File: config.mk
export PLATFORM = sky130hd
export DESIGN_NAME = spi_master_byte
export DESIGN_NICKNAME = d
export VERILOG_FILES = /design/src/rtl/spi_master_byte.sv
export SDC_FILE = /design/constraint.sdc
export NUM_CORES = 1
export LEC_CHECK = 0
export CAP_MARGIN = 20
export CORE_UTILIZATION = 23
export CTS_CLUSTER_DIAMETER = 80
export DETAILED_ROUTE_END_ITERATION = 6
export PLACE_DENSITY_LB_ADDON = 0.1
export SLEW_MARGIN = 20
export SYNTH_ARGS = -nofsm -noshare
export SYNTH_HDL_FRONTEND = slang
export SYNTH_SLANG_ARGS = --single-unit
File: constraint.sdc
create_clock -name clk -period 3.1 [get_ports clk]
set_input_delay 0.62 -clock clk [delete_from_list [all_inputs] [get_ports clk]]
set_output_delay 0.62 -clock clk [all_outputs]
set_load 0.02 [all_outputs]
File: src/rtl/spi_master_byte.sv
// Byte-oriented SPI master, mode 0 (CPOL=0, CPHA=0), MSB first.
// Chip select stays asserted across a multi-byte stream until a byte
// flagged tx_last has been shifted out, then is released after CS_HOLD cycles.
//
// Ports:
//   clk       system clock
//   reset     synchronous, active-high reset
//   tx_byte   byte to send, sampled when tx_valid && tx_ready
//   tx_valid  upstream has a byte
//   tx_last   sampled with tx_byte; release cs after this byte
//   tx_ready  block accepts a byte this cycle
//   rx_byte   byte shifted in from miso, valid with rx_valid
//   rx_valid  one-cycle pulse per completed byte
//   busy      high whenever the engine is not idle
//   sck       SPI clock, idle low
//   cs        chip select, active low
//   mosi      serial data out
//   miso      serial data in (already synchronous to clk)
module spi_master_byte #(
    parameter int unsigned CLK_DIV  = 8,
    parameter int unsigned CS_SETUP = 4,
    parameter int unsigned CS_HOLD  = 4
) (
    input  logic       clk,
    input  logic       reset,
    input  logic [7:0] tx_byte,
    input  logic       tx_valid,
    input  logic       tx_last,
    output logic       tx_ready,
    output logic [7:0] rx_byte,
    output logic       rx_valid,
    output logic       busy,
    output logic       sck,
    output logic       cs,
    output logic       mosi,
    input  logic       miso
);

    localparam int unsigned MAX_A   = (CLK_DIV > CS_SETUP) ? CLK_DIV : CS_SETUP;
    localparam int unsigned MAX_CNT = (MAX_A > CS_HOLD) ? MAX_A : CS_HOLD;
    localparam int unsigned CNT_W   = (MAX_CNT > 1) ? $clog2(MAX_CNT) : 1;

    localparam logic [CNT_W-1:0] DIV_END   = CNT_W'(CLK_DIV - 1);
    localparam logic [CNT_W-1:0] SETUP_END = CNT_W'(CS_SETUP - 1);
    localparam logic [CNT_W-1:0] HOLD_END  = CNT_W'(CS_HOLD - 1);

    typedef enum logic [2:0] {
        IDLE  = 3'd0,
        SETUP = 3'd1,
        LOW   = 3'd2,
        HIGH  = 3'd3,
        NEXT  = 3'd4,
        HOLD  = 3'd5
    } state_t;

    state_t           state;
    logic [CNT_W-1:0] cnt;
    logic [2:0]       bit_cnt;
    logic [7:0]       tx_sh;
    logic [7:0]       rx_sh;
    logic             last_q;

    // Single-process FSM; every output is a register updated here.
    always_ff @(posedge clk) begin
        if (reset) begin
            state    <= IDLE;
            cnt      <= '0;
            bit_cnt  <= '0;
            tx_sh    <= '0;
            rx_sh    <= '0;
            last_q   <= 1'b0;
            tx_ready <= 1'b1;
            rx_byte  <= '0;
            rx_valid <= 1'b0;
            busy     <= 1'b0;
            sck      <= 1'b0;
            cs       <= 1'b1;
            mosi     <= 1'b0;
        end else begin
            rx_valid <= 1'b0;
            case (state)
                IDLE: begin
                    if (tx_valid && tx_ready) begin
                        tx_sh    <= tx_byte;
                        last_q   <= tx_last;
                        mosi     <= tx_byte[7];
                        cs       <= 1'b0;
                        busy     <= 1'b1;
                        tx_ready <= 1'b0;
                        cnt      <= '0;
                        bit_cnt  <= '0;
                        state    <= SETUP;
                    end
                end

                SETUP: begin
                    if (cnt == SETUP_END) begin
                        cnt   <= '0;
                        state <= LOW;
                    end else begin
                        cnt <= cnt + CNT_W'(1);
                    end
                end

                // Slave has had the full low phase to present its bit; sample on the rise.
                LOW: begin
                    if (cnt == DIV_END) begin
                        cnt   <= '0;
                        sck   <= 1'b1;
                        rx_sh <= {rx_sh[6:0], miso};
                        state <= HIGH;
                    end else begin
                        cnt <= cnt + CNT_W'(1);
                    end
                end

                HIGH: begin
                    if (cnt == DIV_END) begin
                        cnt <= '0;
                        sck <= 1'b0;
                        if (bit_cnt == 3'd7) begin
                            rx_byte  <= rx_sh;
                            rx_valid <= 1'b1;
                            if (last_q) begin
                                state <= HOLD;
                            end else begin
                                tx_ready <= 1'b1;
                                state    <= NEXT;
                            end
                        end else begin
                            bit_cnt <= bit_cnt + 3'd1;
                            tx_sh   <= {tx_sh[6:0], 1'b0};
                            mosi    <= tx_sh[6];
                            state   <= LOW;
                        end
                    end else begin
                        cnt <= cnt + CNT_W'(1);
                    end
                end

                // Mid-stream: cs held low, skip the setup delay on the next byte.
                NEXT: begin
                    if (tx_valid && tx_ready) begin
                        tx_sh    <= tx_byte;
                        last_q   <= tx_last;
                        mosi     <= tx_byte[7];
                        tx_ready <= 1'b0;
                        cnt      <= '0;
                        bit_cnt  <= '0;
                        state    <= LOW;
                    end
                end

                // tx_ready rises together with cs so cs is high for at least one cycle.
                HOLD: begin
                    if (cnt == HOLD_END) begin
                        cnt      <= '0;
                        cs       <= 1'b1;
                        mosi     <= 1'b0;
                        busy     <= 1'b0;
                        tx_ready <= 1'b1;
                        state    <= IDLE;
                    end else begin
                        cnt <= cnt + CNT_W'(1);
                    end
                end

                default: begin
                    state    <= IDLE;
                    cnt      <= '0;
                    sck      <= 1'b0;
                    cs       <= 1'b1;
                    mosi     <= 1'b0;
                    busy     <= 1'b0;
                    tx_ready <= 1'b1;
                end
            endcase
        end
    end

endmodule

==> results.py, run 1 <==
metrics = {
    "outcome": {
        "status": "finished clean",
    },
    "clock_tree": {
        "cts_hold_buf": 0,
        "h-tree-depth": 2,
        "cts_made_buffers": 5,
        "cts.root.buffer_cell": "clkbuf_8",
        "clock_path_buffers": 2,
        "path_clk_slew_ps": 90,
        "clock-sinks": 39,
        "cts_tree": "built",
        "cts_setup_buffers": 0,
        "cts_resized": 0,
        "clk_latency_ps": 290,
    },
    "run": {
        "drv_cap": 0,
    },
    "power_and_ir_drop": {
        "swShare": 0.346,
        "switchingPower_uw": 564,
        "clkPwrFrac": 0.273,
        "p_int_mw": 1.06,
        "p_comb_frac": 0.316,
        "p_leak_nw": 0.874,
        "total_power_mw": 1.63,
        "pwr_density_cell_mw_per_mm2": 731,
        "vdd_drop_max_mv": 0.213,
        "seqPwrFrac": 0.411,
    },
    "routing": {
        "drtPass1Iterations": 4,
        "vias_per_cell": 4.33,
        "vias": 1411,
        "drtIter0Drc": 46,
        "drcViolationCount": 0,
        "wire_per_inst_um": 12.4,
        "wirelength_um": 4050,
        "ant_nets": 0,
    },
    "critical_path": {
        "cp_max_fo": 18,
        "crit_type": "reg2reg",
        "start_kind": "register",
        "worstSetupEndpointType": "register",
        "required_ps": 3260,
        "critPathArrivalTime_ps": 2260,
    },
    "timing": {
        "slew_headroom": 0.385,
        "fmax_ghz": 0.475,
        "hold_viol": 0,
        "fin_crit_sh": 0.680,
        "rsz0062_at_grt": "false",
        "tns_ps": 0,
        "drv_slew": 0,
        "skew_ps": 11.0,
        "setup_viol": 0,
        "timing.final.crit_period_ps": 2110,
        "worst_pin_slew_ps": 920,
    },
    "synth": {
        "synth_nets": 225,
        "synthesis.instances": 204,
        "synth_area_leaders": "dfxtp_1 (43%), mux2i_1 (7.8%), nand2_1 (7.1%), ha_1 (5.6%), a21oi_1 (5.3%)",
        "async_reset_ff_frac": 0,
        "yosys.area.top_type_share": 0.435,
        "synth_cell_type_count": 37,
        "synthFlopType": "dfxtp_1",
        "syn_area_sq_mm": 0.00180,
        "yosysMostFrequentCell": "dfxtp_1",
        "yosys.area.top_type": "dfxtp_1",
        "yosys_warnings": 0,
        "syn_area_per_cell_sq_um": 8.80,
        "ys_ff_latch": 39,
        "synth_common_cells": "dfxtp_1 (39), nand2_1 (34), nor2_1 (25), a21oi_1 (19), mux2i_1 (14)",
        "synth_edf_count": 0,
        "synth_seq_area_share": 0.435,
    },
    "placement": {
        "routabilityCongestion": 0.746,
        "dpl_cell_area_sq_mm": 0.00211,
        "placed_cells": 318,
        "dp_hpwl_um": 2700,
        "port_buffers": 26,
    },
    "die": {
        "rows": 31,
        "die_h_um": 90.4,
        "die_w_um": 90.4,
        "initial_utilization": 0.242,
        "core_area_sq_mm": 0.00741,
        "dieArea_sq_mm": 0.00816,
        "boundaryPins": 27,
    },
    "grt": {
        "grt_max_degree": 39,
        "grt_antenna_before_repair": 0,
        "grt_usage": 0.103,
        "grt_pass1_vias": 1392,
        "grt_remaining_overflow": 0,
        "grt_pass1_wl_um": 6870,
    },
    "final_layout": {
        "utilization": 0.301,
        "instances_no_fill": 326,
        "area_growth_pct": 24.1,
        "drive_above_1_share": 0.0661,
        "final_cell_area_sq_mm": 0.00223,
        "nets": 247,
        "n_antenna_cell": 0,
    },
    "min_path": {
        "hold_path_class": "reg2reg",
    },
}
==> power by group through the flow <==
stage	registers, mW	logic, mW	clock network [mW]
global route	0.686	0.587	0.487
detailed placement	0.681	0.523	0
global placement	0.683	0.527	0
finish	0.669	0.514	0.445
floorplan	0.656	0.439	0
CTS	0.668	0.525	0.462
==> metal layers <==
metal  vias up  global-route usage  part of all wire
met1       640               0.146              0.55
met3         2              0.0278             0.031
met4         0              0.0161            0.0027
li1        747                   -                 -
met5         -                   0                 0
met2        22               0.157              0.42
==> worst paths after layout <==
path,slack [ps],cells past startpoint,startpoint,to
max reg2reg,990,4,state[0],tx_sh[0]
min,460,2,rx_sh[7],rx_sh[7]
max,990,4,state[0],tx_sh[0]
min reg2reg,460,2,rx_sh[7],rx_sh[7]
==> per-stage QoR <==
stage	setup WS, ps	hold slack [ps]
5_1_grt	693	500
6_report	993	462
2_1_floorplan	1430	436
3_5_place_dp	874	453
3_3_place_gp	887	453
4_1_cts	957	465
==> cell type report <==
| cell class | instances | area (sq um) |
|---|---|---|
| fill | 802 | 5180 |
| multi-input combinational | 146 | 908 |
| sequential | 39 | 781 |
| timing repair buffer | 28 | 275 |
| tap | 99 | 124 |
| clock buffer | 6 | 82.6 |
| clock inverter | 2 | 35.0 |
| inverter | 6 | 22.5 |
==> state kept, by name (all words and copies together) (netlist names) <==
register	flops
tx_sh	7
last_q	1
cs	1
tx_ready	1
bit_cnt	3
sck	1
busy	1
state	3
rx_byte	8
cnt	3
rx_sh	8
mosi	1
rx_valid	1
==> cells by family after synthesis <==
| kind of cell | synth area share |
|---|---|
| simple gates | 0.203 |
| compound gates | 0.169 |
| buf+inv | 0.0592 |
| fa+ha+maj | 0.0558 |
| flops | 0.435 |
| mux | 0.0780 |
==> cell usage in the layout, fill, tap and decap left out, types with 6 or more instances in the layout <==
cell type and count:
inv_1 6, nand3_1 7, nand2_1 34, a21oi_1 19, ha_1 8, a311oi_1 7
clkbuf_8 6, clkdlybuf4s50_1 26, mux2i_1 14, dfxtp_1 39, nor2_1 25
==> critical path, stage by stage, from the launching register on <==
cell      delay (ps)
dfxtp_1          500
nor2_1           790
nand3_1          380
o211ai_1         220
a21oi_1           80
Note: power is estimated with default switching activity, not from simulation.
==> inputs of run 2 (changes only) <==
Clock period 3.1 ns to 1.8 ns, I/O delays scaled along.
==> run 2 against run 1 <==
Count of clock-buffer cells in the layout did not move; critical path depth down 3; via count is 7.4% higher; sequential power increased by 69%; total power is 92% higher; critical endpoint is now tx_ready; utilization up 2.4 points; worst setup slack lost 910 ps; combinational power is 120% higher; register-to-register slack worse by 860 ps; sequential cell count unchanged; critical path type is now reg2out; die area unchanged; global-route usage up 1.0 points.
==> results.py, run 2 (synthesis gave the netlist of run 1 again) <==
metrics = {
    "critical_path": {
        "worstPathCellList": "clkdlybuf4s50_1",
        "critPathArrivalTime_ps": 1350,
        "cpMaxStageDelayCell": "clkdlybuf4s50_1",
        "critical-path-max-stage-delay_ps": 630,
        "crit_type": "reg2out",
        "path_delay_family": "buffers and inverters",
        "reg2regPathDepth": 7,
        "startpoint": "tx_ready",
        "critical_path_buf_inv_count": 1,
        "cp_max_fo": 6,
        "worstSetupEndpointType": "output pin",
        "start_kind": "register",
        "r2r-start": "cnt[0]",
        "required_ps": 1440,
        "critical_path_depth": 1,
    },
    "power_and_ir_drop": {
        "vdd_drop_max_mv": 0.433,
        "clkPwrFrac": 0.282,
        "seqPwrFrac": 0.362,
        "p_int_mw": 2.10,
        "total_power_mw": 3.13,
        "pwr_density_cell_mw_per_mm2": 1300,
        "switchingPower_mw": 1.02,
        "p_comb_frac": 0.356,
        "swShare": 0.327,
        "p_leak_nw": 0.957,
    },
    "routing": {
        "drtIter0Drc": 44,
        "drcViolationCount": 0,
        "wire_per_inst_um": 12.6,
        "ant_nets": 0,
        "vias_per_cell": 4.46,
        "wirelength_um": 4280,
        "vias": 1516,
        "drtPass1Iterations": 5,
    },
    "final_layout": {
        "n_antenna_cell": 0,
        "final_common_cell": "dfxtp_1",
        "layout_common_cells": "dfxtp_1 (37), nand2_1 (34), clkdlybuf4s50_1 (26)",
        "nFillCells": 817,
        "nets": 261,
        "top_regs": "rx_byte: 8 flops, rx_sh: 8 flops, tx_sh: 7 flops",
        "drive_above_1_share": 0.133,
        "area_growth_pct": 33.9,
    },
    "clock_tree": {
        "path_clk_slew_ps": 80,
        "clk_latency_ps": 300,
        "h-tree-depth": 2,
        "clock-sinks": 39,
        "clock_path_buffers": 2,
        "cts_hold_buf": 0,
        "cts_tree": "built",
        "cts.root.buffer_cell": "clkbuf_8",
        "cts_made_buffers": 5,
    },
    "die": {
        "dieArea_sq_mm": 0.00816,
        "die_h_um": 90.4,
        "core_area_sq_mm": 0.00741,
        "initial_utilization": 0.242,
        "rows": 31,
        "boundaryPins": 27,
        "die_w_um": 90.4,
    },
    "timing": {
        "rsz0062_at_grt": "false",
        "fmax_ghz": 0.584,
        "tns_ps": 0,
        "setup_viol": 0,
        "fin_crit_sh": 0.952,
        "worst_pin_slew_ps": 392,
        "timing.final.crit_period_ps": 1710,
        "drv_slew": 0,
        "slew_headroom": 0.738,
        "worst_slack_ps": 86.4,
        "hold_viol": 0,
        "skew_ps": 6.21,
    },
    "min_path": {
        "min_path_cells": 2,
        "hold_path_class": "reg2reg",
        "min_from": "rx_sh[7]",
    },
    "placement": {
        "dp_hpwl_um": 2970,
        "dp_slack_ps": 19.8,
        "port_buffers": 26,
        "routabilityCongestion": 0.735,
    },
    "grt": {
        "grt_pass1_wl_um": 7290,
        "grt_max_degree": 39,
        "grt_remaining_overflow": 0,
        "grt_usage": 0.113,
        "grt_antenna_before_repair": 0,
        "grt_pass1_vias": 1470,
    },
    "outcome": {
        "status": "finished clean",
    },
    "run": {
        "drv_cap": 0,
    },
}
## run 2: cell types whose count changed in the layout (fill, tap and decap cells not counted), sizes merged
cell    change
buf        +14
bufinv      +1
clkinv      -1
## run 2: layer usage
metal,GRT usage,vias up,wire length [um]
met5,0,-,0
met1,0.151,706,2150
met2,0.174,30,1910
met4,0.0484,0,63
li1,-,775,-
met3,0.0261,5,153
## run 2: path summary, 6_finish.rpt
| check | endpoint | slack (ps) |
|---|---|---|
| max reg2reg | mosi | 130 |
| min | rx_sh[7] | 460 |
| min reg2reg | rx_sh[7] | 460 |
| max | tx_ready | 90 |
## run 2: cell type report
cell class / instances / area, sq um / share of cell area
clock buffers: 6 / 72.6 / 0.0302
clock inverters: 2 / 60.1 / 0.0250
inverters: 6 / 22.5 / 0.00937
multi-input cells: 146 / 923 / 0.384
flip-flops and latches: 39 / 783 / 0.326
well taps: 99 / 124 / 0.0515
repair buffers: 42 / 418 / 0.174
## run 2: through the flow
| step | area, sq um | instances | hold slack, ps | utilization |
|---|---|---|---|---|
| 2_1_floorplan | 1800 | 204 | 436 | - |
| 3_3_place_gp | 2250 | 332 | 451 | 0.304 |
| 3_5_place_dp | 2250 | 332 | 452 | 0.304 |
| 4_1_cts | 2390 | 340 | 465 | 0.322 |
| 5_1_grt | 2400 | 340 | 483 | 0.324 |
| 6_report | 2400 | 340 | 462 | 0.324 |
## run 2: power by group through the flow
| stage | sequential (mW) | combinational [mW] | clock [mW] |
|---|---|---|---|
| after detailed placement | 1.14 | 1.12 | 0 |
| after global placement | 1.15 | 1.13 | 0 |
| after floorplan | 1.13 | 0.756 | 0 |
| after CTS | 1.12 | 1.13 | 0.910 |
| after global routing | 1.16 | 1.24 | 0.950 |
| final | 1.13 | 1.11 | 0.880 |
## run 2: worst reg2reg max path: cells and delay by family (launching register included)
| family | cells | cell delay (ps) |
|---|---|---|
| DFF | 1 | 370 |
| adders and majority gates | 2 | 340 |
| buffers and inverters | 2 | 270 |
| AOI/OAI and AO/OA | 3 | 610 |
## run 2: timing repair
action / 4_1_cts / 5_1_grt
gates resized for setup: 0 / 5
setup endpoints to repair: 0 / 11
buffers inserted: 0 / 0
